--- src/rtl/gprf_bus1_seq_pkg.sv ---
// Shared constants and types for the GPRF bus-1 sequencer.
// Contents:
//   DEF_DAT_W - default bus data width
//   DEF_NREG  - default number of GPRF registers
//   REG_IDX_W - width of a register index field
//   state_e   - sequencer state encoding
package gprf_bus1_seq_pkg;

  localparam int DEF_DAT_W = 32;
  localparam int DEF_NREG  = 20;
  localparam int REG_IDX_W = 5;

  typedef enum logic [2:0] {
    ST_IDLE = 3'd0,
    ST_RD   = 3'd1,
    ST_WR   = 3'd2,
    ST_OUT  = 3'd3,
    ST_ERR  = 3'd4
  } state_e;

endpackage

--- src/rtl/gprf_bus1_seq_if.sv ---
// Command handshake plus GPRF bus-1 signals of the sequencer.
// Modports:
//   slave  - the sequencer: takes commands and GPRF read data, drives
//            selects, write data, rd_dat, done and err.
//   master - the decode stage / GPRF side, the mirror image.
interface gprf_bus1_seq_if
  import gprf_bus1_seq_pkg::*;
#(
  parameter int DAT_W = DEF_DAT_W,
  parameter int NREG  = DEF_NREG
);

  logic                 req_vld;
  logic                 req_rdy;
  logic [REG_IDX_W-1:0] req_src;
  logic                 req_src_ext;
  logic [REG_IDX_W-1:0] req_dst;
  logic                 req_dst_ext;
  logic [DAT_W-1:0]     ext_dat;
  logic [NREG-1:0]      bus1_r_sel;
  logic [NREG-1:0]      bus1_t_sel;
  logic [DAT_W-1:0]     bus1_dat;
  logic [DAT_W-1:0]     bus1_gprf_r_dat;
  logic [DAT_W-1:0]     rd_dat;
  logic                 done;
  logic                 err;

  modport slave (
    input  req_vld, req_src, req_src_ext, req_dst, req_dst_ext, ext_dat,
    input  bus1_gprf_r_dat,
    output req_rdy, bus1_r_sel, bus1_t_sel, bus1_dat, rd_dat, done, err
  );

  modport master (
    output req_vld, req_src, req_src_ext, req_dst, req_dst_ext, ext_dat,
    output bus1_gprf_r_dat,
    input  req_rdy, bus1_r_sel, bus1_t_sel, bus1_dat, rd_dat, done, err
  );

endinterface

--- src/rtl/gprf_bus1_seq_onehot_dec.sv ---
// Register index to one-hot select decoder.
// Ports:
//   idx - register index
//   en  - decode enable
//   oh  - NREG-bit one-hot select; all zero when disabled or idx >= NREG
module onehot_dec
  import gprf_bus1_seq_pkg::*;
#(
  parameter int NREG = DEF_NREG
) (
  input  logic [REG_IDX_W-1:0] idx,
  input  logic                 en,
  output logic [NREG-1:0]      oh
);

  // Compare against every position so out-of-range indices decode to zero.
  always_comb begin
    oh = '0;
    for (int i = 0; i < NREG; i++) begin
      oh[i] = en && (32'(idx) == 32'(i));
    end
  end

endmodule

--- src/rtl/gprf_bus1_seq.sv ---
// Upstream bus-1 sequencer for the GPRF. Takes one register-move command
// at a time and sequences read -> capture -> write on the shared bus.
// Ports:
//   clk   - system clock, rising edge
//   rst_b - synchronous reset, active high (1 = reset)
//   bus   - command handshake and GPRF bus-1 signals (slave modport)
// All outputs are registered; selects are computed one cycle ahead from
// the next-state decision so they line up with the state they belong to.
module gprf_bus1_seq
  import gprf_bus1_seq_pkg::*;
#(
  parameter int DAT_W  = DEF_DAT_W,
  parameter int NREG   = DEF_NREG,
  parameter int RD_LAT = 1
) (
  input  logic           clk,
  input  logic           rst_b,
  gprf_bus1_seq_if.slave bus
);

  localparam logic [1:0] LAST_CNT = 2'(RD_LAT - 1);

  state_e               state_r;
  logic [1:0]           cnt_r;
  logic [REG_IDX_W-1:0] src_r;
  logic [REG_IDX_W-1:0] dst_r;
  logic                 dst_ext_r;
  logic                 req_rdy_r;
  logic [NREG-1:0]      r_sel_r;
  logic [NREG-1:0]      t_sel_r;
  logic [DAT_W-1:0]     bus1_dat_r;
  logic [DAT_W-1:0]     rd_dat_r;
  logic                 done_r;
  logic                 err_r;

  logic                 accept_s;
  logic                 bad_s;
  logic                 rd_last_s;
  logic                 go_rd_s;
  logic                 go_wr_s;
  logic [REG_IDX_W-1:0] rd_idx_s;
  logic [REG_IDX_W-1:0] wr_idx_s;
  logic [NREG-1:0]      rd_oh_s;
  logic [NREG-1:0]      wr_oh_s;

  // Accept/validation decode and the next-cycle select requests.
  always_comb begin
    accept_s  = bus.req_vld && (state_r == ST_IDLE);
    bad_s     = (!bus.req_src_ext && (32'(bus.req_src) >= 32'(NREG))) ||
                (!bus.req_dst_ext && (32'(bus.req_dst) >= 32'(NREG))) ||
                (bus.req_src_ext && bus.req_dst_ext);
    rd_last_s = (state_r == ST_RD) && (cnt_r == LAST_CNT);
    // Stay in RD until the last latency cycle; enter RD only for register sources.
    go_rd_s   = (accept_s && !bad_s && !bus.req_src_ext) ||
                ((state_r == ST_RD) && !rd_last_s);
    go_wr_s   = (accept_s && !bad_s && bus.req_src_ext) ||
                (rd_last_s && !dst_ext_r);
    // In IDLE the live command fields are used; afterwards the latched ones.
    if (state_r == ST_IDLE) begin
      rd_idx_s = bus.req_src;
      wr_idx_s = bus.req_dst;
    end else begin
      rd_idx_s = src_r;
      wr_idx_s = dst_r;
    end
  end

  onehot_dec #(.NREG(NREG)) u_rd_dec (.idx(rd_idx_s), .en(go_rd_s), .oh(rd_oh_s));
  onehot_dec #(.NREG(NREG)) u_wr_dec (.idx(wr_idx_s), .en(go_wr_s), .oh(wr_oh_s));

  // Sequencer FSM with registered outputs.
  always_ff @(posedge clk) begin
    if (rst_b) begin
      state_r    <= ST_IDLE;
      cnt_r      <= 2'd0;
      src_r      <= '0;
      dst_r      <= '0;
      dst_ext_r  <= 1'b0;
      req_rdy_r  <= 1'b1;
      r_sel_r    <= '0;
      t_sel_r    <= '0;
      bus1_dat_r <= '0;
      rd_dat_r   <= '0;
      done_r     <= 1'b0;
      err_r      <= 1'b0;
    end else begin
      r_sel_r    <= rd_oh_s;
      t_sel_r    <= wr_oh_s;
      bus1_dat_r <= '0;
      done_r     <= 1'b0;
      err_r      <= 1'b0;
      req_rdy_r  <= 1'b0;
      case (state_r)
        ST_IDLE: begin
          if (accept_s) begin
            src_r     <= bus.req_src;
            dst_r     <= bus.req_dst;
            dst_ext_r <= bus.req_dst_ext;
            cnt_r     <= 2'd0;
            if (bad_s) begin
              state_r <= ST_ERR;
              err_r   <= 1'b1;
            end else if (bus.req_src_ext) begin
              // External data goes straight to the write cycle.
              state_r    <= ST_WR;
              bus1_dat_r <= bus.ext_dat;
              done_r     <= 1'b1;
            end else begin
              state_r <= ST_RD;
            end
          end else begin
            req_rdy_r <= 1'b1;
          end
        end
        ST_RD: begin
          if (rd_last_s) begin
            done_r <= 1'b1;
            if (dst_ext_r) begin
              state_r  <= ST_OUT;
              rd_dat_r <= bus.bus1_gprf_r_dat;
            end else begin
              state_r    <= ST_WR;
              bus1_dat_r <= bus.bus1_gprf_r_dat;
            end
          end else begin
            cnt_r <= cnt_r + 2'd1;
          end
        end
        ST_WR, ST_OUT, ST_ERR: begin
          state_r   <= ST_IDLE;
          req_rdy_r <= 1'b1;
        end
        default: begin
          state_r   <= ST_IDLE;
          req_rdy_r <= 1'b1;
        end
      endcase
    end
  end

  assign bus.req_rdy    = req_rdy_r;
  assign bus.bus1_r_sel = r_sel_r;
  assign bus.bus1_t_sel = t_sel_r;
  assign bus.bus1_dat   = bus1_dat_r;
  assign bus.rd_dat     = rd_dat_r;
  assign bus.done       = done_r;
  assign bus.err        = err_r;

endmodule
--- src/flat_wrapper.sv ---
// flat-port wrapper written by rule: the top's interface ports become plain ports
module gprf_bus1_seq_flat import gprf_bus1_seq_pkg::*;
#(
  parameter int DAT_W  = DEF_DAT_W,
  parameter int NREG   = DEF_NREG,
  parameter int RD_LAT = 1
)
  (clk, rst_b, bus_req_vld, bus_req_src, bus_req_src_ext, bus_req_dst, bus_req_dst_ext, bus_ext_dat, bus_bus1_gprf_r_dat, bus_req_rdy, bus_bus1_r_sel, bus_bus1_t_sel, bus_bus1_dat, bus_rd_dat, bus_done, bus_err);
  gprf_bus1_seq_if #(.DAT_W(DAT_W), .NREG(NREG)) bus_i ();
  input  logic clk;
  input  logic rst_b;
  input wire logic [$bits(bus_i.req_vld)-1:0] bus_req_vld;
  input wire logic [$bits(bus_i.req_src)-1:0] bus_req_src;
  input wire logic [$bits(bus_i.req_src_ext)-1:0] bus_req_src_ext;
  input wire logic [$bits(bus_i.req_dst)-1:0] bus_req_dst;
  input wire logic [$bits(bus_i.req_dst_ext)-1:0] bus_req_dst_ext;
  input wire logic [$bits(bus_i.ext_dat)-1:0] bus_ext_dat;
  input wire logic [$bits(bus_i.bus1_gprf_r_dat)-1:0] bus_bus1_gprf_r_dat;
  output wire logic [$bits(bus_i.req_rdy)-1:0] bus_req_rdy;
  output wire logic [$bits(bus_i.bus1_r_sel)-1:0] bus_bus1_r_sel;
  output wire logic [$bits(bus_i.bus1_t_sel)-1:0] bus_bus1_t_sel;
  output wire logic [$bits(bus_i.bus1_dat)-1:0] bus_bus1_dat;
  output wire logic [$bits(bus_i.rd_dat)-1:0] bus_rd_dat;
  output wire logic [$bits(bus_i.done)-1:0] bus_done;
  output wire logic [$bits(bus_i.err)-1:0] bus_err;
  assign bus_i.req_vld = bus_req_vld;
  assign bus_i.req_src = bus_req_src;
  assign bus_i.req_src_ext = bus_req_src_ext;
  assign bus_i.req_dst = bus_req_dst;
  assign bus_i.req_dst_ext = bus_req_dst_ext;
  assign bus_i.ext_dat = bus_ext_dat;
  assign bus_i.bus1_gprf_r_dat = bus_bus1_gprf_r_dat;
  assign bus_req_rdy = bus_i.req_rdy;
  assign bus_bus1_r_sel = bus_i.bus1_r_sel;
  assign bus_bus1_t_sel = bus_i.bus1_t_sel;
  assign bus_bus1_dat = bus_i.bus1_dat;
  assign bus_rd_dat = bus_i.rd_dat;
  assign bus_done = bus_i.done;
  assign bus_err = bus_i.err;
  gprf_bus1_seq #(.DAT_W(DAT_W), .NREG(NREG), .RD_LAT(RD_LAT)) u_core (.clk(clk), .rst_b(rst_b), .bus(bus_i));
endmodule
--- config.mk ---
export PLATFORM = sky130hd
export DESIGN_NAME = gprf_bus1_seq_flat
export DESIGN_NICKNAME = d
export VERILOG_FILES = /design/src/rtl/gprf_bus1_seq_pkg.sv /design/src/rtl/gprf_bus1_seq_if.sv /design/src/rtl/gprf_bus1_seq_onehot_dec.sv /design/src/rtl/gprf_bus1_seq.sv /design/src/flat_wrapper.sv
export SDC_FILE = /design/constraint.sdc
export NUM_CORES = 1
export LEC_CHECK = 0
export ABC_AREA = 1
export BUFFER_PORTS_ARGS = -buffer_cell sky130_fd_sc_hd__buf_2
export CAP_MARGIN = 0
export CORE_ASPECT_RATIO = 1.5
export CORE_MARGIN = 2
export CORE_UTILIZATION = 50
export CTS_BUF_LIST = sky130_fd_sc_hd__clkbuf_8
export DETAILED_ROUTE_END_ITERATION = 7
export HOLD_SLACK_MARGIN = 0.03
export PLACE_DENSITY = 0.93
export SLEW_MARGIN = 25
export SYNTH_ARGS = -nofsm -noshare
export SYNTH_HDL_FRONTEND = slang
export SYNTH_SLANG_ARGS = --single-unit
--- constraint.sdc ---
create_clock -name clk -period 1.4 [get_ports clk]
set_input_delay 0.14 -clock clk [delete_from_list [all_inputs] [get_ports clk]]
set_output_delay 0.14 -clock clk [all_outputs]
set_load 0.03 [all_outputs]
* Yosys cells after proc, flatten, opt, wreduce, memory -nomap -nowiden
Index checks and enable logic that the tools add are counted.
** Storage, ports and cells
- Register bits :: 123
- Logic and storage cells :: 153
- Bits of input ports :: 79
- Output and inout port bits :: 107
** Operators by class
- Multiplexer cells :: 25
- Reductions and logical operators :: 69
- Add/sub/neg operators :: 1
- Bitwise gates (word level) :: 2
- Eq/ne operators :: 42
- $lt $le $gt $ge :: 2
** Operators by type and width (number)
- $mux W32 :: 5
- $eq A5 B4 Y1 const B :: 16
- $pmux W32 S2 :: 1
- $logic_and A1 B1 Y1 :: 50
- $eq A5 B3 Y1 const B :: 8
- $eq A5 B5 Y1 const B :: 8
- $eq A5 B2 Y1 const B :: 4
- $eq A5 B1 Y1 const B :: 2
- $ge A5 B5 Y1 const B :: 2
- $logic_not A5 Y1 :: 2
- $mux W5 :: 2
- $mux W3 :: 3
- $mux W1 :: 7
- $mux W2 :: 3
- $pmux W3 S2 :: 1
- $reduce_and A3 Y1 :: 2
- $logic_not A1 Y1 :: 5
- $logic_or A1 B1 Y1 :: 4
- $ne A2 B1 Y1 const B :: 2
- $pmux W1 S2 :: 2
- $pmux W2 S2 :: 1
- $reduce_and A2 Y1 :: 2
- $eq A3 B1 Y1 const B :: 1
- $logic_not A3 Y1 :: 1
- 6 further kinds :: 7

* Depth between registers and ports, before layout
- Word-level depth :: 9
- Mapped depth :: 10

* Hierarchy
From an unflattened synthesis, not the netlist that was laid out.
** Second synthesis, totals
- Cell total of the unflattened synthesis :: 628
- Area total of the unflattened synthesis :: 4854.7 µm²
** Modules (own cells, without submodules)
- gprf_bus1_seq :: instances 1, cells each 536, area an instance 4489.3 µm²
- onehot_dec :: instances 2, cells each 46, area an instance 182.7 µm²

* Worst setup path after synthesis
Ideal clock, no wire load.
- Path kind :: reg-to-reg
- From :: register u_core.state_r[2]
- To :: register u_core.r_sel_r[7] (netlist: u_core.bus.bus1_r_sel[7])
- Cell stages (with the launch flop) :: 9
- Setup slack :: 0.136 ns
- Required time :: 1.284 ns
- Path buffers :: 0
- Setup time :: 0.116 ns
- Data arrival time :: 1.148 ns
- Clock period less this slack :: 1.264 ns
- Cell sequence :: dfxtp_1 > nor2_4 > nand2_4 > o21ai_1 > inv_1 > nand2_1 > nor2_1 > nand2_1 > nor2_1
** Between the ends
- Cells in the longest elaborated chain, start to end :: 6
- Elaborated cells between the ends (all ways) :: 12
- Those cells by class :: 2 x eq/ne; 1 x mux; 9 x reduce/logical
** RTL lines
- start: declaration :: line gprf_bus1_seq.sv:23 : state_e state_r;
- start signal: assignment :: line gprf_bus1_seq.sv:74 : state_r <= ST_IDLE;
- start signal: assignment :: line gprf_bus1_seq.sv:101 : state_r <= ST_ERR;
- start signal: assignment :: line gprf_bus1_seq.sv:105 : state_r <= ST_WR;
- branches (longest 5 deep; another with $mux W5)
- $logic_and A1 B1 Y1 (*) :: line gprf_bus1_seq_onehot_dec.sv:20 : oh[i] = en && (32'(idx) == 32'(i));
- end signal: assignment :: line gprf_bus1_seq.sv:87 : r_sel_r <= rd_oh_s;
- end: declaration :: line gprf_bus1_seq.sv:29 : logic [NREG-1:0] r_sel_r;
Every way passes the cells marked *.
A chain may end at the register's enable or synchronous reset.

* Worst setup path after layout
- From :: register u_core.state_r[1]
- To :: register u_core.t_sel_r[18] (netlist: u_core.bus.bus1_t_sel[18])
** Between the ends
- Cells in the longest elaborated chain, start to end :: 6
- Elaborated cells between the ends (all ways) :: 11
- Those cells by class :: 2 x eq/ne; 1 x mux; 8 x reduce/logical
** RTL lines
- branches (longest 5 deep; another with $mux W5)
- $logic_and A1 B1 Y1 (*) :: line gprf_bus1_seq_onehot_dec.sv:20
- end signal: assignment :: line gprf_bus1_seq.sv:88 : t_sel_r <= wr_oh_s;
- end: declaration :: line gprf_bus1_seq.sv:30 : logic [NREG-1:0] t_sel_r;
Marks and branches as above.

==> flow_metrics.tcl <==
set metrics [dict create \
    fin_skew_ps 12.6 \
    relSlewSlack_pct 58.9 \
    clkTransAtPathRegs_ps 80 \
    grt_pass1_wl_um 24900 \
    vdd_drop_max_mv 0.938 \
    ant_nets 0 \
    worst_pin_slew_ps 616 \
    synth_sequential_area_ratio_pct 54.4 \
    port_buffers 185 \
    wirelength_um 18400 \
    post-route-min-period_ps 1500 \
    multiInputGateArea_mm2 0.00203 \
    fin_ws_ps -105 \
    cts_root_buffer "clkbuf_8" \
    ys_warn_count 0 \
    synth_largest_area_cell "dfxtp_1" \
    insertion_delay_ps 430 \
    gr-total-overflow 0 \
    dp_hpwl_um 8870 \
    critPathKind "reg -> reg" \
    crit_path_end_kind "flip-flop" \
    period_share_pct 107 \
    fp.dieH_um 121 \
    clock_path_buffers 2 \
    rsz0062_at_grt "yes" \
    drtIter0Drc 373 \
    synth_top_area_share_pct 54.4 \
    nets 919 \
    fin_cells 963 \
    antenna_found_initial 0 \
    synth.distinct_cells 24 \
    grt_usage_pct 33.0 \
    crit_fanout 17 \
    cap_viol_max_count 0 \
    syn_area_mm2 0.00453 \
    start_util_pct 51.3 \
    final_cell_mix "buf_2, dfxtp_1, nand2_1" \
    row_count 42 \
    core_area_mm2 0.00883 \
    min_path_type "in -> reg" \
    dieArea_mm2 0.00985 \
    route.detailed.drc 0 \
    synth-seq-cells 123 \
    syn_avg_cell_area_um2 8.02 \
    violations "negative setup slack" \
    powerDensity_mw_per_mm2 1140 \
    regArea_mm2 0.00246 \
    ctsHtreeMaxLevel 4 \
    dr.pass1.iters 6 \
    slew_violations 0 \
    dp_cells 844 \
    startpoint_type "flip-flop" \
    mappedNetlistNets 645 \
    cts_buffers 17 \
    grt_start_max_net_pins 54 \
    routed_via_density 5.59 \
    grt_pass1_vias 5411 \
    finalHoldViolCount 0 \
    final-setup-viol-count 33 \
    cts_tree "done" \
    fmax_mhz 665 \
    crit_required_ps 1760 \
    die_w_um 81.7 \
    synthCells 565 \
    gp_congestion 0.886 \
    vias 5383 \
    leakagePower_uw 0.00328 \
    avgRoutedWirePerCell_um 19.1 \
    synth_area_leaders "dfxtp_1, nand2_1, a21oi_1" \
    cts_sinks 123 \
    status "complete, but fails checks" \
    nFillCells 497 \
    final_common_cell "buf_2" \
    drive_gt1_share_pct 40.0 \
    area_growth_pct 60.8 \
    p_total_uw 8280 \
    critPathArrivalTime_ps 1860 \
    io_pins 186 \
]
## critical path, stage by stage (launching register included)
cell     delay [ps]
dfxtp_2         360
nor2_4           50
nand2_4          80
buf_12          170
nand2_1         130
o21ai_4         100
inv_2            80
nor2_4          200
nand3_1         120
nor2_1          130
## worst paths after layout
kind                                   startpoint  slack, ps  cells past startpoint                   endpoint
worst min-delay path               bus_req_dst[3]         70                      3            u_core.dst_r[3]
worst max-delay path            u_core.state_r[1]       -100                      9  u_core.bus.bus1_t_sel[18]
worst max register to register  u_core.state_r[1]       -100                      9  u_core.bus.bus1_t_sel[18]
worst min register to register    u_core.cnt_r[0]        450                      1            u_core.cnt_r[0]
## where the power goes
part | internal, uW | switching, uW
Sequential | 3590 | 41.9
Clock | 1600 | 1420
Combinational | 637 | 989
Total | 5820 | 2450
## sequential cells by signal, indices dropped and copies added, names as in the netlist
name                   count
u_core.bus.bus1_r_sel     20
u_core.bus.bus1_t_sel     20
u_core.cnt_r               2
u_core.dst_r               5
u_core.state_r             3
u_core.src_r               5
u_core.bus.rd_dat         32
u_core.bus.bus1_dat       32
u_core.bus.done            1
u_core.dst_ext_r           1
u_core.bus.req_rdy         1
u_core.bus.err             1
## final cells by class
| class | count | share of cell area (%) |
|---|---|---|
| flip-flops and latches | 123 | 33.8 |
| repair buffers | 288 | 29.1 |
| multi-input cells | 370 | 27.9 |
| clock buffers | 18 | 3.40 |
| inverters | 39 | 2.01 |
| well taps | 110 | 1.89 |
| clock inverters | 14 | 1.80 |
| diodes | 1 | 0.0344 |
## stage by stage
stage / util (%) / setup TNS, ps / hold slack [ps] / cell area, um^2 / worst slack [ps]
after detailed placement: 63.8 / -227 / 364 / 5630 / -43.4
after CTS: 76.6 / -29.8 / 34.9 / 6770 / -16.0
final: 82.5 / -1340 / 65.2 / 7280 / -105
after global placement: 63.8 / 0 / 361 / 5630 / 17.2
after floorplan: - / 0 / 252 / 4530 / 136
after global routing: 82.5 / -4710 / 62.4 / 7280 / -178
## metal layers
layer	global-route usage [%]	vias to the layer above	share of wire, %	wire, um
li1	-	2395	-	-
met1	32.7	2456	31	5720
met2	56.7	416	51	9440
met3	11.1	116	10	1910
met4	21.9	0	7.0	1280
met5	0	-	0	0
## Yosys cell counts
| master | instances |
|---|---|
| dfxtp_1 | 123 |
| buf_2 | 10 |
| nand2_4 | 1 |
| nor2_1 | 52 |
| buf_4 | 7 |
| nor2_2 | 4 |
| nand3b_1 | 1 |
| nor2_4 | 5 |
| clkbuf_1 | 11 |
| o21ai_2 | 5 |
| buf_1 | 3 |
| nand3_1 | 78 |
| a21oi_1 | 80 |
| o21ai_0 | 4 |
| o21ai_4 | 1 |
| inv_2 | 10 |
| inv_1 | 29 |
| nand2_1 | 117 |
| ha_1 | 1 |
| nand3_2 | 2 |
| nand4_1 | 3 |
| buf_6 | 2 |
| o21ai_1 | 11 |
| nand2_2 | 5 |
## cells by family after synthesis
kind of cell / count (synthesis) / synth area share (%)
buf+inv: 72 / 7.15
flops: 123 / 54.4
compound gates: 101 / 11.8
simple gates: 268 / 26.4
fa+ha+maj: 1 / 0.276
## what timing repair did
| item | in CTS | in global routing |
|---|---|---|
| gates resized for setup | 5 | 81 |
| setup endpoints to repair | 24 | 106 |
| gates cloned | 0 | 7 |
| buffers inserted | 1 | 9 |
| pin swaps | 1 | 26 |
| hold buffers | 73 | 0 |
| hold endpoints to repair | 73 | 0 |
Note: power is estimated with default switching activity, not from simulation.
